[src/rtl/change_dispenser_if.sv]
// Request, restock and coin-bus signals between a vending controller and the change dispenser.
// The master drives requests and hopper acks; the slave reports coins, status and tube stock.
interface change_dispenser_if;
    logic        start;
    logic [15:0] amount;
    logic        coin_ack;
    logic        load_en;
    logic [1:0]  load_code;
    logic [7:0]  load_count;
    logic [1:0]  coin;
    logic        busy;
    logic        done;
    logic        short;
    logic [15:0] remainder;
    logic [7:0]  left_1;
    logic [7:0]  left_2;
    logic [7:0]  left_5;

    modport master (
        output start, amount, coin_ack, load_en, load_code, load_count,
        input  coin, busy, done, short, remainder, left_1, left_2, left_5
    );

    modport slave (
        input  start, amount, coin_ack, load_en, load_code, load_count,
        output coin, busy, done, short, remainder, left_1, left_2, left_5
    );
endinterface

[src/rtl/change_dispenser.sv]
// Greedy change dispenser: pays an amount from 5/2/1-unit coin tubes, one acked coin at a time,
// with a one-cycle gap between coins and a short pulse when the stock cannot cover the amount.
module change_dispenser (
    input logic               clk,
    input logic               RESET,
    change_dispenser_if.slave bus
);
    typedef enum logic [2:0] {IDLE, PICK, DISP, GAP, DONE, SHORT} state_t;

    state_t      state_q, state_d;
    logic [15:0] rem_q, rem_d;
    logic [15:0] remainder_q, remainder_d;
    logic [1:0]  coin_q, coin_d;
    logic        busy_q, busy_d;
    logic        done_q, done_d;
    logic        short_q, short_d;
    logic [7:0]  left_1_q, left_1_d;
    logic [7:0]  left_2_q, left_2_d;
    logic [7:0]  left_5_q, left_5_d;

    function automatic logic [7:0] sat_add8(input logic [7:0] a, input logic [7:0] b);
        logic [8:0] s;
        s = {1'b0, a} + {1'b0, b};
        return s[8] ? 8'hFF : s[7:0];
    endfunction

    function automatic logic [15:0] coin_value(input logic [1:0] code);
        case (code)
            2'd1:    return 16'd1;
            2'd2:    return 16'd2;
            2'd3:    return 16'd5;
            default: return 16'd0;
        endcase
    endfunction

    always_comb begin
        state_d     = state_q;
        rem_d       = rem_q;
        remainder_d = remainder_q;
        coin_d      = coin_q;
        done_d      = 1'b0;
        short_d     = 1'b0;
        left_1_d    = left_1_q;
        left_2_d    = left_2_q;
        left_5_d    = left_5_q;

        case (state_q)
            IDLE: begin
                // Restock lands in the same edge as an accepted start, so PICK sees it.
                if (bus.load_en) begin
                    case (bus.load_code)
                        2'd1:    left_1_d = sat_add8(left_1_q, bus.load_count);
                        2'd2:    left_2_d = sat_add8(left_2_q, bus.load_count);
                        2'd3:    left_5_d = sat_add8(left_5_q, bus.load_count);
                        default: ;
                    endcase
                end
                if (bus.start) begin
                    rem_d       = bus.amount;
                    remainder_d = 16'd0;
                    state_d     = PICK;
                end
            end
            PICK: begin
                if (rem_q == 16'd0) begin
                    done_d  = 1'b1;
                    state_d = DONE;
                end else if (rem_q >= 16'd5 && left_5_q != 8'd0) begin
                    coin_d  = 2'd3;
                    state_d = DISP;
                end else if (rem_q >= 16'd2 && left_2_q != 8'd0) begin
                    coin_d  = 2'd2;
                    state_d = DISP;
                end else if (left_1_q != 8'd0) begin
                    coin_d  = 2'd1;
                    state_d = DISP;
                end else begin
                    short_d     = 1'b1;
                    remainder_d = rem_q;
                    state_d     = SHORT;
                end
            end
            DISP: begin
                if (bus.coin_ack) begin
                    rem_d = rem_q - coin_value(coin_q);
                    case (coin_q)
                        2'd1:    if (left_1_q != 8'd0) left_1_d = left_1_q - 8'd1;
                        2'd2:    if (left_2_q != 8'd0) left_2_d = left_2_q - 8'd1;
                        2'd3:    if (left_5_q != 8'd0) left_5_d = left_5_q - 8'd1;
                        default: ;
                    endcase
                    coin_d  = 2'd0;
                    state_d = GAP;
                end
            end
            GAP:     state_d = PICK;
            DONE:    state_d = IDLE;
            SHORT:   state_d = IDLE;
            default: state_d = IDLE;
        endcase

        busy_d = (state_d != IDLE);
    end

    always_ff @(posedge clk) begin
        if (RESET) begin
            state_q     <= IDLE;
            rem_q       <= 16'd0;
            remainder_q <= 16'd0;
            coin_q      <= 2'd0;
            busy_q      <= 1'b0;
            done_q      <= 1'b0;
            short_q     <= 1'b0;
            left_1_q    <= 8'd0;
            left_2_q    <= 8'd0;
            left_5_q    <= 8'd0;
        end else begin
            state_q     <= state_d;
            rem_q       <= rem_d;
            remainder_q <= remainder_d;
            coin_q      <= coin_d;
            busy_q      <= busy_d;
            done_q      <= done_d;
            short_q     <= short_d;
            left_1_q    <= left_1_d;
            left_2_q    <= left_2_d;
            left_5_q    <= left_5_d;
        end
    end

    assign bus.coin      = coin_q;
    assign bus.busy      = busy_q;
    assign bus.done      = done_q;
    assign bus.short     = short_q;
    assign bus.remainder = remainder_q;
    assign bus.left_1    = left_1_q;
    assign bus.left_2    = left_2_q;
    assign bus.left_5    = left_5_q;
endmodule

[src/flat_wrapper.sv]
// flat-port wrapper written by rule: the top's interface ports become plain ports
module change_dispenser_flat 
  (clk, RESET, bus_start, bus_amount, bus_coin_ack, bus_load_en, bus_load_code, bus_load_count, bus_coin, bus_busy, bus_done, bus_short, bus_remainder, bus_left_1, bus_left_2, bus_left_5);
  change_dispenser_if bus_i ();
  input logic clk;
  input logic RESET;
  input wire logic [$bits(bus_i.start)-1:0] bus_start;
  input wire logic [$bits(bus_i.amount)-1:0] bus_amount;
  input wire logic [$bits(bus_i.coin_ack)-1:0] bus_coin_ack;
  input wire logic [$bits(bus_i.load_en)-1:0] bus_load_en;
  input wire logic [$bits(bus_i.load_code)-1:0] bus_load_code;
  input wire logic [$bits(bus_i.load_count)-1:0] bus_load_count;
  output wire logic [$bits(bus_i.coin)-1:0] bus_coin;
  output wire logic [$bits(bus_i.busy)-1:0] bus_busy;
  output wire logic [$bits(bus_i.done)-1:0] bus_done;
  output wire logic [$bits(bus_i.short)-1:0] bus_short;
  output wire logic [$bits(bus_i.remainder)-1:0] bus_remainder;
  output wire logic [$bits(bus_i.left_1)-1:0] bus_left_1;
  output wire logic [$bits(bus_i.left_2)-1:0] bus_left_2;
  output wire logic [$bits(bus_i.left_5)-1:0] bus_left_5;
  assign bus_i.start = bus_start;
  assign bus_i.amount = bus_amount;
  assign bus_i.coin_ack = bus_coin_ack;
  assign bus_i.load_en = bus_load_en;
  assign bus_i.load_code = bus_load_code;
  assign bus_i.load_count = bus_load_count;
  assign bus_coin = bus_i.coin;
  assign bus_busy = bus_i.busy;
  assign bus_done = bus_i.done;
  assign bus_short = bus_i.short;
  assign bus_remainder = bus_i.remainder;
  assign bus_left_1 = bus_i.left_1;
  assign bus_left_2 = bus_i.left_2;
  assign bus_left_5 = bus_i.left_5;
  change_dispenser u_core (.clk(clk), .RESET(RESET), .bus(bus_i));
endmodule
[config.mk]
export PLATFORM = sky130hd
export DESIGN_NAME = change_dispenser_flat
export DESIGN_NICKNAME = d
export VERILOG_FILES = /design/src/rtl/change_dispenser_if.sv /design/src/rtl/change_dispenser.sv /design/src/flat_wrapper.sv
export SDC_FILE = /design/constraint.sdc
export NUM_CORES = 1
export LEC_CHECK = 0
export CORE_UTILIZATION = 50
export CTS_CLUSTER_DIAMETER = 30
export DETAILED_ROUTE_END_ITERATION = 7
export DONT_BUFFER_PORTS = 1
export GPL_ROUTABILITY_DRIVEN = 0
export RECOVER_POWER = 100
export SETUP_SLACK_MARGIN = 0.15
export SYNTH_ARGS = -nofsm -noshare
export SYNTH_HDL_FRONTEND = slang
export SYNTH_SLANG_ARGS = --single-unit
[constraint.sdc]
create_clock -name clk -period 4 [get_ports clk]
set_input_delay 0.8 -clock clk [delete_from_list [all_inputs] [get_ports clk]]
set_output_delay 0.8 -clock clk [all_outputs]
set_load 0.02 [all_outputs]
==> results of run 1 <==
## synthesized netlist by cell type (14+ instances only)
cell      number  area, µm²
o21ai_0       30      150.1
a21oi_1       52      260.3
dfxtp_1       64       1281
o21ai_1       18      90.09
nor3_1        20      100.1
clkbuf_1      15      56.30
nor2b_1       14      87.58
nor2_1        41      153.9
ha_1          32      400.4
inv_1         25      93.84
nand2_1       58      217.7
nand3_1       31      155.2
## flip-flops by register name, summed over array words and instances (netlist names), 2 cells and up
name,cells
u_core.state_q,3
u_core.bus.left_1,8
u_core.rem_q,16
u_core.bus.remainder,16
u_core.bus.left_2,8
u_core.bus.left_5,8
u_core.bus.coin,2
## stage by stage
stage                     instance area, µm²  cells  worst slack (ns)
after detailed placement                4612    672             1.220
after floorplan                         4556    586             1.370
after CTS                               4865    688             1.328
after global placement                  4612    672             1.302
final                                   4808    688            0.8132
after global routing                    4808    688            0.5263
## layer usage
| layer | vias to the layer above | GRT usage [%] |
|---|---|---|
| met5 | - | 0 |
| met4 | 0 | 6.561 |
| met3 | 13 | 5.180 |
| met2 | 122 | 43.09 |
| met1 | 2025 | 34.22 |
| li1 | 2159 | - |
## worst max-delay path by stage
stage,startpoint,cells after the start,end,slack [ns]
final,u_core.state_q[0],6,u_core.rem_q[9],0.81
after global routing,u_core.state_q[0],6,u_core.bus.left_2[5],0.53
after CTS,u_core.bus.coin[0],10,u_core.rem_q[9],1.33
after detailed placement,bus_load_count[0],9,u_core.bus.left_2[5],1.22
after global placement,bus_load_count[0],9,u_core.bus.left_1[2],1.30
after floorplan,bus_load_count[0],9,u_core.bus.left_1[2],1.37
## where the power goes
part	internal, µW	total, µW	switching (µW)
logic	726	1980	1250
clock network	434	717	282
registers	797	1130	330
total	1960	3820	1870
## area by class of cell
type | instances | area, µm²
Fill cell | 871 | 3955
Multi-Input combinational cell | 469 | 3010
Sequential cell | 64 | 1281
Clock buffer | 10 | 137.6
Tap cell | 108 | 135.1
Clock inverter | 6 | 115.1
Inverter | 26 | 97.59
Timing Repair Buffer | 5 | 31.28
## kinds of logic (layout without fill, tap and decap cells)
group           after synthesis  in the layout
xor+xnor                     15             15
mux                           3              3
flops                        64             64
simple gates                211            211
compound gates              204            204
fa+ha+maj                    36             36
buf+inv                      53             47
## worst min-delay path: stages (launching register included)
cell	delay [ns]
dfxtp_1	0.34
nand2_1	0.06
a21oi_1	0.05
==> impl_metrics.yaml, run 1 <==
cells_and_area:
  areaGrowthSynthToFinish_pct: 5.548
  drive_above_1_share_pct: 5.345
  final_core_utilization_pct: 54.87
  layout_common_cells: "dfxtp_1, nand2_1, a21oi_1"
  antenna_cells: 0
  fin_nets: 642
  layout_commonest_cell: "dfxtp_1"
min_path:
  min_to: "u_core.rem_q[0]"
  holdCritPathClass: "flip-flop to flip-flop"
  hold_depth: 2
  min_from: "u_core.rem_q[0]"
sta:
  hold_violations: 0
  fin_crit_sh_pct: 79.67
  skew_ns: 0.01220
  finalCriticalPeriod_ns: 3.187
  finalSetupTns_ns: 0
  holdWs_ns: 0.4869
  slew_violations: 0
  max-slew-margin-rel_pct: 11.62
  tightestPinTransition_ns: 1.325
  rsz0062_at_grt: "false"
  final-setup-viol-count: 0
  max_freq_mhz: 313.8
global_routing:
  antenna_found_initial: 0
  grt_max_degree: 48
  grt_first_pass_wirelength_um: 20110
  grt_pass1_vias: 4070
  gr-total-overflow: 0
  grt_usage_pct: 25.87
setup_path:
  crit_path_top_delay_cell: "and2_0"
  criticalPathCategory: "flip-flop to flip-flop"
  timing.rr.end: "u_core.rem_q[9]"
  cp-end-kind: "flip-flop"
  worst-path-max-fanout: 26
  required_ns: 4.25
  worstPathBufferInverterCount: 1
  max_stage_delay_ns: 1.10
  r2r_start: "u_core.state_q[0]"
  worstPathCellList: "nor2_1 -> and2_0 -> clkbuf_2 -> and3_1 -> a21oi_1 -> o32ai_1"
  critical-path-top-delay-family: "simple AND/OR/NAND/NOR gates"
  reg2reg_depth: 6
  r2r_slack_ns: 0.81
  critPathLaunchType: "flip-flop"
  cp.arrival_ns: 3.44
synthesis:
  async_flop_share_pct: 0
  ys_ff_latch: 64
  synth_xor_area_share_pct: 2.884
  synth_top_family_by_area: "compound AO/OA/AOI/OAI gates"
  synthesis.nets: 653
  synth-main-ff-cell: "dfxtp_1"
  avgSynthCellArea_um2: 7.774
  synth_fa_ha_area_share_pct: 10.55
  yosys.area_share.simple_pct: 22.85
  ys_types: 65
  ys_seq_area_share_pct: 28.12
  yosys_warnings: 0
  synthCells: 586
  synth_edf_count: 0
  muxShareOfSynthArea_pct: 0.6592
  netlist_area_um2: 4556
  synth_compound_area_share_pct: 30.21
clock_network:
  ctsResizeCount: 0
  clkTransAtPathRegs_ns: 0.08
  htree_levels: 3
  clock-root-buffer: "clkbuf_8"
  cts_tree: "built"
  cts_sinks: 64
  clock_latency_ns: 0.35
  post_cts_buffers: 0
  hold_buffers: 0
  cts_buffers: 9
  clockBufferDepth: 2
floorplan:
  rows: 34
  die_area_um2: 9497
  core-area_um2: 8763
  die_h_um: 97.45
  io_pins: 76
  die_x_um: 97.45
  start_util_pct: 51.98
power:
  total_power_uw: 3825
  power.leakage_uw: 0.001831
  powerDensity_nw_per_um2: 795.4
  vdd_ir_drop_max_v: 0.0002597
run_status:
  outcome: "finished, final reports clean"
place:
  hpwl_um: 8867
  io_buffers: 0
route:
  num_vias: 4319
  wl_per_cell_um: 17.54
  route.met2.wl_um: 5686
  wl_met1_um: 5560
  firstDrtPassIters: 4
  drtIter0Drc: 182
  ant_nets: 0
  drc: 0
  routed.top_layer: "met4"
  met3_wirelength_um: 680
  vias_per_cell: 6.278
  drt-total-wl_um: 12070
flow_run:
  max-cap-violations: 0
(Power assumes the default switching activity.)
==> inputs of run 2 (changes only) <==
--- a/config.mk
+++ b/config.mk
@@ -10,6 +10,7 @@
 export DETAILED_ROUTE_END_ITERATION = 7
 export DONT_BUFFER_PORTS = 1
 export GPL_ROUTABILITY_DRIVEN = 0
+export PLACE_DENSITY = 0.68
 export RECOVER_POWER = 100
 export SETUP_SLACK_MARGIN = 0.15
 export SYNTH_ARGS = -nofsm -noshare
==> constraint.sdc (replaced) <==
create_clock -name clk -period 2.9 [get_ports clk]
set_input_delay 0.58 -clock clk [delete_from_list [all_inputs] [get_ports clk]]
set_output_delay 0.58 -clock clk [all_outputs]
set_load 0.02 [all_outputs]
==> impl_metrics.yaml, run 2 (synthesized netlist as in run 1, its figures left out) <==
cells_and_area:
  layout_common_cells: "dfxtp_1, nand2_1, a21oi_1"
  antenna_cells: 0
  fin_nets: 650
  areaGrowthSynthToFinish_pct: 6.427
  drive_above_1_share_pct: 6.463
  layout_commonest_cell: "dfxtp_1"
  instances_no_fill: 696
clock_network:
  clock-root-buffer: "clkbuf_8"
  clkTransAtPathRegs_ns: 0.08
  post_cts_buffers: 0
  htree_levels: 3
  clockBufferDepth: 2
  cts_sinks: 64
  hold_buffers: 0
  cts_buffers: 9
  cts_tree: "built"
  clock_latency_ns: 0.34
sta:
  skew_ns: 0.01078
  rsz0062_at_grt: "false"
  final-setup-viol-count: 0
  finalCriticalPeriod_ns: 2.614
  hold_violations: 0
  max-slew-margin-rel_pct: 27.48
  max_freq_mhz: 382.6
  fin_crit_sh_pct: 90.13
  slew_violations: 0
  tightestPinTransition_ns: 1.088
  finalSetupTns_ns: 0
global_routing:
  grt_usage_pct: 25.25
  antenna_found_initial: 0
  grt_max_degree: 48
  grt_pass1_vias: 4047
  grtUsageMet2_pct: 41.15
  grt_first_pass_wirelength_um: 19790
  gr-total-overflow: 0
  met3_usage_pct: 4.892
  gr-usage-met1_pct: 33.47
  grt.busiest_layer: "met2"
setup_path:
  criticalPathCategory: "flip-flop to flip-flop"
  max_stage_delay_ns: 0.69
  cp.arrival_ns: 2.88
  cp-end-kind: "flip-flop"
  required_ns: 3.17
  critPathLaunchType: "flip-flop"
  worst-path-max-fanout: 14
  crit_path_top_delay_cell: "and2_0"
  worstPathCellList: "nor2_1 -> and2_0 -> clkbuf_2 -> a221oi_2 -> a41o_1 -> a21o_1 -> a31oi_1"
route:
  drtIter0Drc: 260
  drc: 0
  ant_nets: 0
  drt-total-wl_um: 11930
  vias_per_cell: 6.277
  wl_per_cell_um: 17.14
  num_vias: 4369
  firstDrtPassIters: 5
place:
  io_buffers: 0
  hpwl_um: 8767
  dp_cells: 680
floorplan:
  die_area_um2: 9497
  core-area_um2: 8763
  die_h_um: 97.45
  rows: 34
  start_util_pct: 51.98
  die_x_um: 97.45
  io_pins: 76
run_status:
  outcome: "finished, final reports clean"
min_path:
  holdCritPathClass: "input port to flip-flop"
power:
  power.leakage_uw: 0.001848
  vdd_ir_drop_max_v: 0.0003732
  powerDensity_nw_per_um2: 1086
flow_run:
  max-cap-violations: 0
run 2: repair_timing:
action                                  4_1_cts  5_1_grt
resized for setup                             0        1
endpoints found under the hold margin         0        0
endpoints found under the setup margin        0        1
run 2: layer usage:
layer / vias to the layer above / share of wire [%]
met3: 18 / 6.1
met5: - / 0
li1: 2174 / -
met1: 2015 / 45
met2: 162 / 47
met4: 0 / 1.7
run 2: worst max-delay path, delay by kind of cell, from the launching register on:
family	cells	cell delay (ns)
and+or+nand+nor	2	1.19
AOI/OAI and AO/OA	4	0.64
buffers and inverters	1	0.36
DFF	1	0.35
run 2: metrics by stage:
| stage | power [µW] | hold WS (ns) | worst slack, ns | area, µm² | utilization (%) |
|---|---|---|---|---|---|
| 2_1_floorplan | 3734 | 0.4376 | 0.4898 | 4556 | - |
| 3_3_place_gp | 4317 | 0.4611 | 0.4162 | 4671 | 53.30 |
| 3_5_place_dp | 4391 | 0.4580 | 0.3460 | 4671 | 53.30 |
| 4_1_cts | 5310 | 0.2953 | 0.3279 | 4902 | 55.94 |
| 5_1_grt | 5693 | 0.2800 | 0.1439 | 4848 | 55.33 |
| 6_report | 5265 | 0.3089 | 0.2862 | 4848 | 55.33 |
run 2: area by class of cell:
class	count	area (µm²)
multi-input combinational	469	3025
inverter	26	97.59
clock inverter	4	76.32
fill	835	3915
timing repair buffer	13	76.32
sequential	64	1282
tap	108	135.1
clock buffer	12	155.1
run 2: power by group:
group	internal, µW	total [µW]	leakage (µW)	switching (µW)
combinational	1040	2840	0.00121	1800
sequential	1100	1510	0.000522	413
clock	534	908	0.000113	374
run 2: final timing paths:
path / to / slack [ns] / start / cells after the start
worst max-delay path: u_core.bus.left_1[6] / 0.29 / u_core.state_q[0] / 7
worst min-delay path: u_core.rem_q[15] / 0.31 / RESET / 1
worst max register to register: u_core.bus.left_1[6] / 0.29 / u_core.state_q[0] / 7
worst min register to register: u_core.bus.remainder[13] / 0.47 / u_core.rem_q[13] / 2
==> inputs of run 3 (changes only) <==
--- a/config.mk
+++ b/config.mk
@@ -10,9 +10,9 @@
 export DETAILED_ROUTE_END_ITERATION = 7
 export DONT_BUFFER_PORTS = 1
 export GPL_ROUTABILITY_DRIVEN = 0
-export PLACE_DENSITY = 0.68
 export RECOVER_POWER = 100
 export SETUP_SLACK_MARGIN = 0.15
+export SKIP_LAST_GASP = 1
 export SYNTH_ARGS = -nofsm -noshare
 export SYNTH_HDL_FRONTEND = slang
 export SYNTH_SLANG_ARGS = --single-unit
==> constraint.sdc (replaced) <==
create_clock -name clk -period 3.2 [get_ports clk]
set_input_delay 0.64 -clock clk [delete_from_list [all_inputs] [get_ports clk]]
set_output_delay 0.64 -clock clk [all_outputs]
set_load 0.02 [all_outputs]
==> impl_metrics.yaml, run 3 (synthesized netlist as in run 1, its figures left out) <==
sta:
  finalSetupTns_ns: 0
  slew_violations: 0
  finalCriticalPeriod_ns: 2.708
  layout_setup_ws_ns: 0.4921
  tightestPinTransition_ns: 1.090
  max_freq_mhz: 369.3
  skew_ns: 0.01524
  fin_crit_sh_pct: 84.62
  rsz0062_at_grt: "false"
  final-setup-viol-count: 0
  max-slew-margin-rel_pct: 27.32
  hold_violations: 0
cells_and_area:
  layout_commonest_cell: "dfxtp_1"
  fin_area_um2: 4875
  multi_input_area_um2: 3053
  antenna_cells: 0
  layout_common_cells: "dfxtp_1, nand2_1, a21oi_1"
  areaGrowthSynthToFinish_pct: 7.004
  fill_cells: 878
  regArea_um2: 1281
  drive_above_1_share_pct: 6.507
  fin_nets: 646
clock_network:
  post_cts_buffers: 0
  cts_tree: "built"
  cts_buffers: 9
  clock-root-buffer: "clkbuf_8"
  clock_latency_ns: 0.36
  htree_levels: 3
  ctsResizeCount: 0
  clkTransAtPathRegs_ns: 0.08
  hold_buffers: 0
  cts_sinks: 64
  clockBufferDepth: 2
place:
  placed_area_um2: 4642
  hpwl_um: 8880
  io_buffers: 0
  pre_cts_ws_ns: 0.6083
run_status:
  outcome: "finished, final reports clean"
global_routing:
  antenna_found_initial: 0
  grt_usage_pct: 26.45
  gr-total-overflow: 0
  grtUsageMet2_pct: 45.13
  gr-usage-met1_pct: 33.56
  grt_max_degree: 48
  grt.busiest_layer: "met2"
  met3_usage_pct: 5.899
  grt_pass1_vias: 4107
  grt_first_pass_wirelength_um: 20330
floorplan:
  die_area_um2: 9497
  die_h_um: 97.45
  rows: 34
  start_util_pct: 51.98
  core-area_um2: 8763
  io_pins: 76
  die_x_um: 97.45
setup_path:
  cp.arrival_ns: 2.97
  cp-end-kind: "flip-flop"
  required_ns: 3.46
  critPathLaunchType: "flip-flop"
  worst-path-max-fanout: 26
  criticalPathCategory: "flip-flop to flip-flop"
route:
  ant_nets: 0
  wl_per_cell_um: 17.47
  drt-total-wl_um: 12090
  drc: 0
  num_vias: 4333
  firstDrtPassIters: 4
  vias_per_cell: 6.262
  drtIter0Drc: 191
power:
  powerDensity_nw_per_um2: 998.5
  vdd_ir_drop_max_v: 0.0003591
  power.leakage_uw: 0.001858
  total_power_uw: 4867
flow_run:
  max-cap-violations: 0
min_path:
  holdCritPathClass: "input port to flip-flop"
[run 3: metrics by stage]
step / utilization [%] / hold WS (ns) / cells
floorplan: - / 0.4376 / 586
global placement: 52.97 / 0.4617 / 676
detailed placement: 52.97 / 0.4742 / 676
CTS: 55.85 / 0.3352 / 692
global route: 55.63 / 0.3225 / 692
finish: 55.63 / 0.3383 / 692
[run 3: path summary, 6_finish.rpt]
check | startpoint | to | slack [ns] | depth (start not counted)
min reg2reg | u_core.rem_q[0] | u_core.rem_q[0] | 0.49 | 2
min | RESET | u_core.rem_q[0] | 0.34 | 1
max reg2reg | u_core.state_q[0] | u_core.rem_q[9] | 0.49 | 6
max | u_core.state_q[0] | u_core.rem_q[9] | 0.49 | 6
[run 3: power by group]
part	switching [µW]	internal, µW	total, µW
combinational	1600	952	2560
sequential	408	997	1400
clock	363	543	906
[run 3: per-layer routing]
layer	part of all wire (%)	up-vias	wire length, µm
met3	5.5	13	668
met4	1.1	0	138
met2	49	111	5878
met1	45	2042	5405
met5	0	-	0
li1	-	2167	-
[run 3: area by class of cell]
class,count,share of cell area [%]
sequential,64,26.28
inverter,26,2.002
tap,108,2.772
clock buffer,10,2.823
clock inverter,6,2.361
multi-input combinational,469,62.63
timing repair buffer,9,1.129
[run 3: critical path, cell delays in order (launching register included)]
cell	delay, ns
dfxtp_1	0.34
nor2_1	0.46
and2_1	0.89
buf_4	0.43
and3_1	0.21
a21oi_1	0.04
o32ai_1	0.23
